File: src/rtl/lsu.sv
// -----------------------------------------------------------------------------
// lsu -- load/store unit between the pipeline and a synchronous data memory.
//
// Stores and misaligned requests are handled in the cycle they are accepted.
// Loads present the word address in the accept cycle. They return a lane-extracted,
// extended result in the following cycle. The result is held until the consumer
// takes it. A misaligned access raises a one-cycle address-error pulse.
//
// Ports
//    clk              sole clock, rising edge
//    rst              asynchronous reset, active low
//    req_valid        request present from the pipeline
//    req_ready        lsu accepts a request this cycle (IDLE only)
//    req_we           1 = store, 0 = load
//    req_size         00 byte, 01 half, 10 word, 11 illegal
//    req_unsigned     zero-extend byte/half loads
//    req_addr         byte address
//    req_wdata        right-justified store data
//    req_rd           destination register tag of a load
//    mem_addr         word address to data memory
//    mem_we           data memory write enable
//    mem_win          lane-replicated write data
//    mem_wbyte_enable per-lane byte enables (bit i -> mem_win[8i+7:8i])
//    mem_dout         memory read word, valid one cycle after the address
//    rsp_valid        load result available
//    rsp_ready        consumer takes the result
//    rsp_data         extended load result
//    rsp_rd           tag of rsp_data
//    exc_valid        one-cycle address-error pulse
//    exc_addr         faulting byte address
//    exc_store        1 = store fault, 0 = load fault
// -----------------------------------------------------------------------------
module lsu (
   input  logic        clk,
   input  logic        rst,
   input  logic        req_valid,
   output logic        req_ready,
   input  logic        req_we,
   input  logic [1:0]  req_size,
   input  logic        req_unsigned,
   input  logic [31:0] req_addr,
   input  logic [31:0] req_wdata,
   input  logic [4:0]  req_rd,
   output logic [31:0] mem_addr,
   output logic        mem_we,
   output logic [31:0] mem_win,
   output logic [3:0]  mem_wbyte_enable,
   input  logic [31:0] mem_dout,
   output logic        rsp_valid,
   input  logic        rsp_ready,
   output logic [31:0] rsp_data,
   output logic [4:0]  rsp_rd,
   output logic        exc_valid,
   output logic [31:0] exc_addr,
   output logic        exc_store
);

   typedef enum logic [1:0] {
      IDLE      = 2'd0,
      LOAD_WAIT = 2'd1,
      RESP_HOLD = 2'd2
   } state_t;

   state_t      r_state;
   logic [1:0]  r_off;
   logic [1:0]  r_size;
   logic        r_unsigned;
   logic [4:0]  r_rd;
   logic [31:0] r_hold_data;
   logic [4:0]  r_hold_rd;
   logic        r_exc_valid;
   logic [31:0] r_exc_addr;
   logic        r_exc_store;

   logic        w_accept;
   logic        w_misaligned;
   logic        w_store_ok;
   logic [3:0]  w_be;
   logic [31:0] w_win;
   logic [7:0]  w_byte;
   logic [15:0] w_half;
   logic [31:0] w_load_data;

   assign req_ready = (r_state == IDLE);
   assign w_accept  = req_valid && req_ready;

   // Alignment check. An illegal size faults at any address.
   always_comb begin
      w_misaligned = 1'b0;
      case (req_size)
         2'b00:   w_misaligned = 1'b0;
         2'b01:   w_misaligned = req_addr[0];
         2'b10:   w_misaligned = (req_addr[1:0] != 2'b00);
         default: w_misaligned = 1'b1;
      endcase
   end

   // Store data is replicated across lanes. The byte enables pick the lane(s)
   // that the little-endian address offset selects.
   always_comb begin
      w_be  = 4'b0000;
      w_win = req_wdata;
      case (req_size)
         2'b00: begin
            w_be  = 4'b0001 << req_addr[1:0];
            w_win = {4{req_wdata[7:0]}};
         end
         2'b01: begin
            w_be  = req_addr[1] ? 4'b1100 : 4'b0011;
            w_win = {2{req_wdata[15:0]}};
         end
         2'b10: begin
            w_be  = 4'b1111;
            w_win = req_wdata;
         end
         default: begin
            w_be  = 4'b0000;
            w_win = req_wdata;
         end
      endcase
   end

   // The memory is written only in an accept cycle of an aligned store.
   assign w_store_ok       = w_accept && req_we && !w_misaligned;
   assign mem_addr         = {req_addr[31:2], 2'b00};
   assign mem_we           = w_store_ok;
   assign mem_win          = w_win;
   assign mem_wbyte_enable = w_store_ok ? w_be : 4'b0000;

   // Pick the addressed lane out of the returned word, then extend it.
   always_comb begin
      w_byte      = mem_dout[{r_off, 3'b000} +: 8];
      w_half      = r_off[1] ? mem_dout[31:16] : mem_dout[15:0];
      w_load_data = mem_dout;
      case (r_size)
         2'b00:   w_load_data = r_unsigned ? {24'h0, w_byte}
                                           : {{24{w_byte[7]}}, w_byte};
         2'b01:   w_load_data = r_unsigned ? {16'h0, w_half}
                                           : {{16{w_half[15]}}, w_half};
         default: w_load_data = mem_dout;
      endcase
   end

   // In LOAD_WAIT the result comes straight from memory. In RESP_HOLD it comes
   // from the hold register, because mem_dout is no longer guaranteed.
   always_comb begin
      rsp_valid = 1'b0;
      rsp_data  = 32'h0;
      rsp_rd    = 5'h0;
      case (r_state)
         LOAD_WAIT: begin
            rsp_valid = 1'b1;
            rsp_data  = w_load_data;
            rsp_rd    = r_rd;
         end
         RESP_HOLD: begin
            rsp_valid = 1'b1;
            rsp_data  = r_hold_data;
            rsp_rd    = r_hold_rd;
         end
         default: begin
            rsp_valid = 1'b0;
            rsp_data  = 32'h0;
            rsp_rd    = 5'h0;
         end
      endcase
   end

   assign exc_valid = r_exc_valid;
   assign exc_addr  = r_exc_addr;
   assign exc_store = r_exc_store;

   // Main sequencer. The exception pulse lasts one cycle because r_exc_valid
   // is rewritten on every edge. Reset drops any load in flight.
   always_ff @(posedge clk or negedge rst) begin
      if (!rst) begin
         r_state     <= IDLE;
         r_off       <= 2'b00;
         r_size      <= 2'b00;
         r_unsigned  <= 1'b0;
         r_rd        <= 5'h0;
         r_hold_data <= 32'h0;
         r_hold_rd   <= 5'h0;
         r_exc_valid <= 1'b0;
         r_exc_addr  <= 32'h0;
         r_exc_store <= 1'b0;
      end else begin
         r_exc_valid <= w_accept && w_misaligned;
         case (r_state)
            IDLE: begin
               if (w_accept && w_misaligned) begin
                  r_exc_addr  <= req_addr;
                  r_exc_store <= req_we;
               end else if (w_accept && !req_we) begin
                  r_off      <= req_addr[1:0];
                  r_size     <= req_size;
                  r_unsigned <= req_unsigned;
                  r_rd       <= req_rd;
                  r_state    <= LOAD_WAIT;
               end
            end
            LOAD_WAIT: begin
               if (rsp_ready) begin
                  r_state <= IDLE;
               end else begin
                  r_hold_data <= w_load_data;
                  r_hold_rd   <= r_rd;
                  r_state     <= RESP_HOLD;
               end
            end
            RESP_HOLD: begin
               if (rsp_ready) begin
                  r_state <= IDLE;
               end
            end
            default: r_state <= IDLE;
         endcase
      end
   end

endmodule

File: config.mk
export PLATFORM = sky130hd
export DESIGN_NAME = lsu
export DESIGN_NICKNAME = d
export VERILOG_FILES = /design/src/rtl/lsu.sv
export SDC_FILE = /design/constraint.sdc
export NUM_CORES = 1
export LEC_CHECK = 0
export BUFFER_PORTS_ARGS = -buffer_cell sky130_fd_sc_hd__buf_2
export CAP_MARGIN = 20
export CORE_AREA = 2 2 114 116
export CTS_BUF_LIST = sky130_fd_sc_hd__clkbuf_4 sky130_fd_sc_hd__clkbuf_8 sky130_fd_sc_hd__clkbuf_16
export DETAILED_ROUTE_END_ITERATION = 7
export DIE_AREA = 0 0 116 118
export PLACE_DENSITY = 0.71
export SYNTH_ARGS = -nofsm -noshare
export SYNTH_HDL_FRONTEND = slang
export SYNTH_SLANG_ARGS = --single-unit
export TNS_END_PERCENT = 5
File: constraint.sdc
create_clock -name clk -period 2.3 [get_ports clk]
set_clock_uncertainty 0.1 [all_clocks]
set_input_delay 0.23 -clock clk [delete_from_list [all_inputs] [get_ports clk]]
set_output_delay 0.23 -clock clk [all_outputs]
set_load 0.05 [all_outputs]
# == Yosys cells after proc, flatten, opt, wreduce, memory -nomap -nowiden ==
# Cells that the tools add are included.
# word_totals
input_bits,109
reg_bits,83
# classes
eq_ne,8
mux,17
shifts,2
reduce_logical,16
bitwise_logic,2
# ops
cell,count
32-bit one-hot mux with 2 select lines,3
32-bit 2-to-1 mux,2
32-bit by 6-bit indexed part select with 8-bit output,1
16-bit 2-to-1 mux,1
4-bit one-hot mux with 3 select lines,1
5-bit one-hot mux with 2 select lines,1
2-bit 2-to-1 mux,4
4-bit 2-to-1 mux,2
2-bit by 1-bit equality test with 1-bit output (second input constant),3
2-bit logical NOT,3
2-bit one-hot mux with 3 select lines,1
3-bit AND reduction,2
1-bit logical AND,5
2-bit equality test (second input constant),2
2-bit != test (second input constant),2
2-bit AND reduction,2
1-bit by 2-bit left shift with 4-bit output (first input constant),1
1-bit one-hot mux with 3 select lines,1
1-bit logical NOT,2
2-bit by 1-bit != test with 1-bit output (second input constant),1
1-bit inverter,2
2-bit nonzero test,1
2-bit OR reduction,1
1-bit 2-to-1 mux,1

# == Logic depth before layout (Yosys ltp) ==
# Gate-level depths: netlist (run 1).
# logic_depth
word_depth,6
ltp_mapped,8
mapped_depth_nobuf,6

# == Worst setup path after synthesis (run 1) ==
# Ideal clock, no wire load.
# synth_path
path_kind,reg-to-output
startpoint,reg r_state[0]
endpoint,out rsp_data[10]
path_slack_ns,-0.778
t_required_ns,1.970
arrival_ns,2.748
path_buffers,1
stages_incl_launch_ff,8
cell_sequence,dfrtp_1 inv_1 ha_1 nand2_1 clkbuf_1 nor2_1 nand2_1 o21ai_0
# synth_via
elab_chain_cells,2
elab_cells_between_ends,3
classes_between,2 x eq/ne; 1 x mux
# synth_rtl
item,line,rtl
start: declaration,64,state_t r_state;
start signal: assignment,177,r_state <= IDLE;
start signal: assignment,199,r_state <= LOAD_WAIT;
start signal: assignment,204,r_state <= IDLE;
2-bit equality test or 2-bit by 1-bit equality test with 1-bit output (tied branches),150,case (r_state)
32-bit one-hot mux with 2 select lines *,150,
end: declaration,51,"output logic [31:0] rsp_data,"
# Mark *: on every way between the ends. The rest lies on a longest branch, timed or not.

# == Worst setup path after layout (run 1) ==
# layout_path
startpoint,reg r_off[0]
endpoint,out rsp_data[7]
# layout_via
elab_chain_cells,4
# layout_rtl
item,line,rtl
start: declaration,65,logic [1:0] r_off;
start signal: assignment,195,r_off <= req_addr[1:0];
32-bit by 6-bit indexed part select with 8-bit output,132,"w_byte = mem_dout[{r_off, 3'b000} +: 8];"
32-bit 2-to-1 mux,136,"2'b00: w_load_data = r_unsigned ? {24'h0, w_byte}"
32-bit one-hot mux with 2 select lines,135,case (r_size)
32-bit one-hot mux with 2 select lines,150,
# Every way passes these cells.

==> results of run 1 <==
==> placed cells by master, fill, tap and decap left out, types with 3 or more instances in the layout <==
cell type / synthesis / routed
a21oi_1: 27 / 27
a221o_1: 18 / 18
a221oi_2: 0 / 7
a22oi_1: 12 / 5
a22oi_2: 0 / 7
and2_1: 8 / 8
and3_1: 8 / 7
buf_12: 0 / 11
buf_2: 6 / 218
buf_4: 43 / 24
buf_6: 3 / 19
clkbuf_16: 0 / 9
dfrtp_1: 83 / 81
ha_1: 4 / 3
inv_1: 5 / 3
mux2_1: 3 / 3
mux2_2: 61 / 57
mux2_4: 0 / 4
mux2i_1: 16 / 16
nand2_1: 61 / 59
nand2b_1: 5 / 5
nor2_1: 23 / 21
nor2_2: 1 / 3
nor2b_1: 15 / 13
nor3_4: 3 / 3
o21ai_0: 42 / 26
o21ai_1: 0 / 8
o21ai_4: 0 / 7
==> through the flow <==
step / hold slack [ps] / power, mW / instance area [µm²]
after CTS: 12.3 / 10.9 / 6870
after detailed placement: 191 / 8.97 / 6300
final: 17.5 / 10.9 / 6910
after floorplan: -166 / 7.26 / 4990
after global placement: 189 / 8.85 / 6300
after global routing: 17.9 / 11.5 / 6910
==> layer usage <==
layer	track usage	share of wire
met1	0.269	0.41
met2	0.392	0.53
met3	0.0304	0.043
met4	0.0878	0.020
met5	0	0
==> power breakdown <==
group          internal, mW  switching, mW  total [mW]
Clock                 0.836          0.579        1.42
Combinational          2.36           4.47        6.83
Sequential             2.19          0.487        2.67
Total                  5.39           5.53        10.9
==> logic make-up after synthesis <==
group,synth area share
DFF,0.424
adders and majority gates,0.0102
other,0.000766
AOI/OAI and AO/OA,0.151
and+or+nand+nor,0.132
buffers and inverters,0.0981
muxes,0.185
==> final cells by class <==
| class | count | area [µm²] |
|---|---|---|
| multi-input combinational | 328 | 2570 |
| clock buffer | 9 | 225 |
| fill | 1140 | 5500 |
| tap | 172 | 215 |
| clock inverter | 6 | 67.6 |
| sequential | 83 | 2080 |
| inverter | 5 | 18.8 |
| timing repair buffer | 275 | 1730 |
==> final timing paths <==
kind                            cells after the start  slack [ps]            from         endpoint
worst max-delay path                                7         -90        r_off[0]      rsp_data[7]
max in group asynchronous                           3        1030             rst     exc_addr[24]
worst max register to register                      8         270      r_state[1]  r_hold_data[27]
worst min-delay path                                2          20    req_addr[21]     exc_addr[21]
min in group asynchronous                           2         360             rst     exc_addr[17]
worst min register to register                      2         380  r_hold_data[0]   r_hold_data[0]
==> flip-flops by register name, indices dropped and copies added (netlist names) <==
signal	flops
r_off	2
r_rd	5
exc_valid	1
r_state	2
r_size	2
r_unsigned	1
r_hold_data	32
exc_addr	32
r_hold_rd	5
exc_store	1
==> timing repair <==
action	4_1_cts	5_1_grt
pin swaps	5	4
endpoints found under the hold margin	46	0
buffers inserted	2	1
gates resized for setup	66	8
endpoints found under the setup margin	32	32
hold buffers	1	0
gates cloned	0	0
==> flow_summary.json, run 1 <==
{
  "status": "finished, violations left",
  "violations": "setup timing",
  "stdcell_count": 878,
  "cellLeakagePower_nw": 3.32,
  "fmax_mhz": 418,
  "synthFlopType": "dfrtp_1",
  "cts_buffer_depth": 2,
  "core-area_um2": 12400,
  "diodes": 0,
  "dieArea_um2": 13700,
  "overflow": 0,
  "start_kind": "register",
  "ant_nets": 0,
  "grt_pass1_wl_um": 23700,
  "fin_crit_sh": 1.04,
  "arrival_ps": 2060,
  "path_class": "register to output pin",
  "dr.pass1.iters": 5,
  "worst_slack_ps": -90.4,
  "synth_cells": 487,
  "vias": 4465,
  "io_buffers": 248,
  "netlist_area_um2": 4900,
  "cap_violations": 0,
  "min_period_ps": 2390,
  "start_util": 0.394,
  "grt_max_degree": 49,
  "drcViolationCount": 0,
  "p_per_area_nw_per_um2": 1580,
  "endpoint_kind": "output pin",
  "cp.required_ps": 1970,
  "drive_above_1_share": 0.558,
  "crit_family": "buffers and inverters",
  "crit_path_max_incr_delay_ps": 440,
  "yosysTopAreaCell": "dfrtp_1",
  "slew_headroom": 0.579,
  "yosysMostFrequentCell": "dfrtp_1",
  "fin_util": 0.557,
  "slew_violations": 0,
  "netlist_top_cells_area": "dfrtp_1 42%, mux2_2 14%, buf_4 6.6%",
  "ys_top_cells_by_count": "83 x dfrtp_1, 61 x mux2_2, 61 x nand2_1",
  "clk_pin_slew_ps": 70,
  "vias_per_cell": 5.09,
  "cpMostUsedCell": "buf_12",
  "clk_latency_ps": 340,
  "synth_top_area_frac": 0.424,
  "drtIter0Drc": 288,
  "synth_cell_types": 34,
  "grt_usage": 0.222,
  "cts_tree": "yes",
  "cts.sinks": 83,
  "cts_max_level": 3,
  "cts_buffers": 9,
  "cts_root_buf": "clkbuf_16",
  "synth_edf_count": 0,
  "critPathBufInv": 3,
  "setup_tns_ps": -987,
  "pre_cts_slack_ps": 52.4,
  "max-vdd-ir-drop_v": 0.000948,
  "areaGrowthSynthToFinish_pct": 41.1,
  "io_pins": 251,
  "syn_area_per_cell_um2": 10.1,
  "ys_ff_latch": 83,
  "die_x_um": 116,
  "ys_seq_area_frac": 0.424,
  "synth-async-reset-ratio": 1.00,
  "dp_cells": 859,
  "crit_fanout": 8,
  "crit_slowest_cell": "dfrtp_2",
  "setup_viol": 25,
  "place.gp.congestion": 0.894,
  "hp-class": "input port to register",
  "final_net_count": 815,
  "yosysWarningCount": 0,
  "finalWirelength_um": 15000,
  "hold_viol": 0,
  "dp_hpwl_um": 11700,
  "die_h_um": 118,
  "worstMarginPinSlew_ps": 632,
  "grt_pass1_vias": 4606,
  "routedWlPerCell_um": 17.1,
  "row_count": 41,
  "rsz0062_at_grt": "true",
  "antenna_found_initial": 0,
  "path_cells": "nor2b_2 > nor3b_4 > buf_12 > a222oi_1 > buf_4 > o21ai_1 > buf_12"
}
Power figures use the tool's default switching activity.
==> run 2: changes to the inputs <==
- SETUP_SLACK_MARGIN: unset -> 0.5
- SKIP_LAST_GASP: unset -> 1
==> run 2 against run 1 <==
Sequential share of layout area fell by 0.95 points; critical path depth down 1; register-to-register slack better by 20 ps; wire length grew 1.2%; maximum frequency is essentially flat; clock power up 11%; hold slack improved by 2.7 ps; first-iteration DRC count up 11%; the run still ends with setup timing left; utilization grew 1.9 points; global-route usage fell by 0.88 points; final cell count rose by 1.1%; final area up 3.3%.
==> flow_summary.json, run 2 (synthesis results as in run 1) <==
{
  "status": "finished, violations left",
  "violations": "setup timing",
  "dp_hpwl_um": 11300,
  "path_cells": "inv_2 > ha_4 > and3_4 > buf_12 > a221o_2 > buf_4",
  "rsz0062_at_grt": "true",
  "place.gp.congestion": 0.893,
  "cellLeakagePower_nw": 3.43,
  "cts_buffers": 9,
  "r2r_start": "r_state[1]",
  "slew_violations": 0,
  "pre_cts_slack_ps": -27.0,
  "grt_usage": 0.213,
  "final_cell_mix": "223 x buf_2, 80 x dfrtp_1, 59 x nand2_1",
  "worstMarginPinSlew_ps": 691,
  "grt_pass1_wl_um": 22700,
  "drive_above_1_share": 0.601,
  "route.met2.wl_um": 7980,
  "arrival_ps": 2060,
  "dp_cells": 858,
  "crit_fanout": 12,
  "core-area_um2": 12400,
  "io_buffers": 248,
  "cp-startpoint": "r_state[1]",
  "cts_tree": "yes",
  "cp.required_ps": 1970,
  "path_class": "register to output pin",
  "finalWirelength_um": 15200,
  "vias_per_cell": 5.13,
  "wl_met3_um": 861,
  "hp-start": "req_rd[4]",
  "cts_buffer_depth": 2,
  "vias": 4555,
  "p_per_area_nw_per_um2": 1590,
  "setup_viol": 31,
  "clk_latency_ps": 340,
  "cts_root_buf": "clkbuf_16",
  "io_pins": 251,
  "setup_tns_ps": -1850,
  "grt_pass1_vias": 4441,
  "areaGrowthSynthToFinish_pct": 45.8,
  "m1WireLength_um": 6080,
  "endpoint_kind": "output pin",
  "top_layer": "met4",
  "final_net_count": 823,
  "cts_max_level": 3,
  "die_x_um": 116,
  "drtIter0Drc": 319,
  "final_common_cell": "buf_2",
  "max-vdd-ir-drop_v": 0.000919,
  "fin_crit_sh": 1.04,
  "start_kind": "register",
  "ant_nets": 0,
  "die_h_um": 118,
  "min_period_ps": 2390,
  "slew_headroom": 0.540,
  "cap_violations": 0,
  "fin_util": 0.575,
  "hp-class": "input port to register",
  "fmax_mhz": 418,
  "routedWlPerCell_um": 17.1,
  "stdcell_count": 888,
  "row_count": 41,
  "cts.sinks": 83,
  "dieArea_um2": 13700,
  "hold_viol": 0,
  "dr.pass1.iters": 5,
  "antenna_found_initial": 1,
  "start_util": 0.394,
  "worst_slack_ps": -92.4,
  "post_dp_cell_area_um2": 6330,
  "crit_path_max_incr_delay_ps": 390,
  "grt_max_degree": 53,
  "stdcell_area_um2": 7140,
  "clk_pin_slew_ps": 60,
  "crit_slowest_cell": "dfrtp_1",
  "overflow": 0,
  "drcViolationCount": 0
}
## run 2: repair_timing
item / CTS / global route
resized for setup: 46 / 32
hold buffers: 1 / 0
endpoints found under the hold margin: 49 / 0
pin swaps: 4 / 7
setup buffers: 3 / 8
setup endpoints to repair: 117 / 123
cloned: 0 / 1
## run 2: through the flow
step / power, mW / hold WS [ps]
finish: 11.4 / 20.2
global placement: 8.81 / 206
floorplan: 7.49 / -166
detailed placement: 8.95 / 218
CTS: 10.9 / 7.87
global route: 11.9 / 10.0
## run 2: final timing paths
kind                                   end  slack [ps]  cells after the start
max                           rsp_data[26]         -90                      6
min                                r_rd[4]          20                      2
max reg2reg                r_hold_data[26]         290                      8
min reg2reg                 r_hold_data[6]         380                      2
max in group asynchronous   r_hold_data[2]        1040                      3
min in group asynchronous      exc_addr[3]         400                      2
## run 2: layout make-up
cell class	instances	area [µm²]
antenna	1	2.50
clock buffer	9	225
multi-input combinational	328	2730
sequential	83	2080
tap	172	215
clock inverter	7	103
timing repair buffer	283	1770
inverter	5	18.8
fill	1094	5270
## run 2: power by group
part	total (mW)	internal, mW	switching, mW
Combinational	7.12	2.54	4.59
Sequential	2.68	2.19	0.493
Clock	1.57	0.958	0.616
## run 2: critical path: cells and delay by family, from the launching register on
kind                     cells  cell delay [ps]
buffers and inverters        3              480
AND/OR/NAND/NOR              1              220
adder cells (fa/ha/maj)      1              240
flip-flops                   1              390
AO/OA/AOI/OAI                1              380
## run 2: routing by layer
layer / vias up / track usage
met4: 0 / 0.0670
met2: 180 / 0.363
li1: 2139 / -
met1: 2213 / 0.268
met5: - / 0
met3: 23 / 0.0433
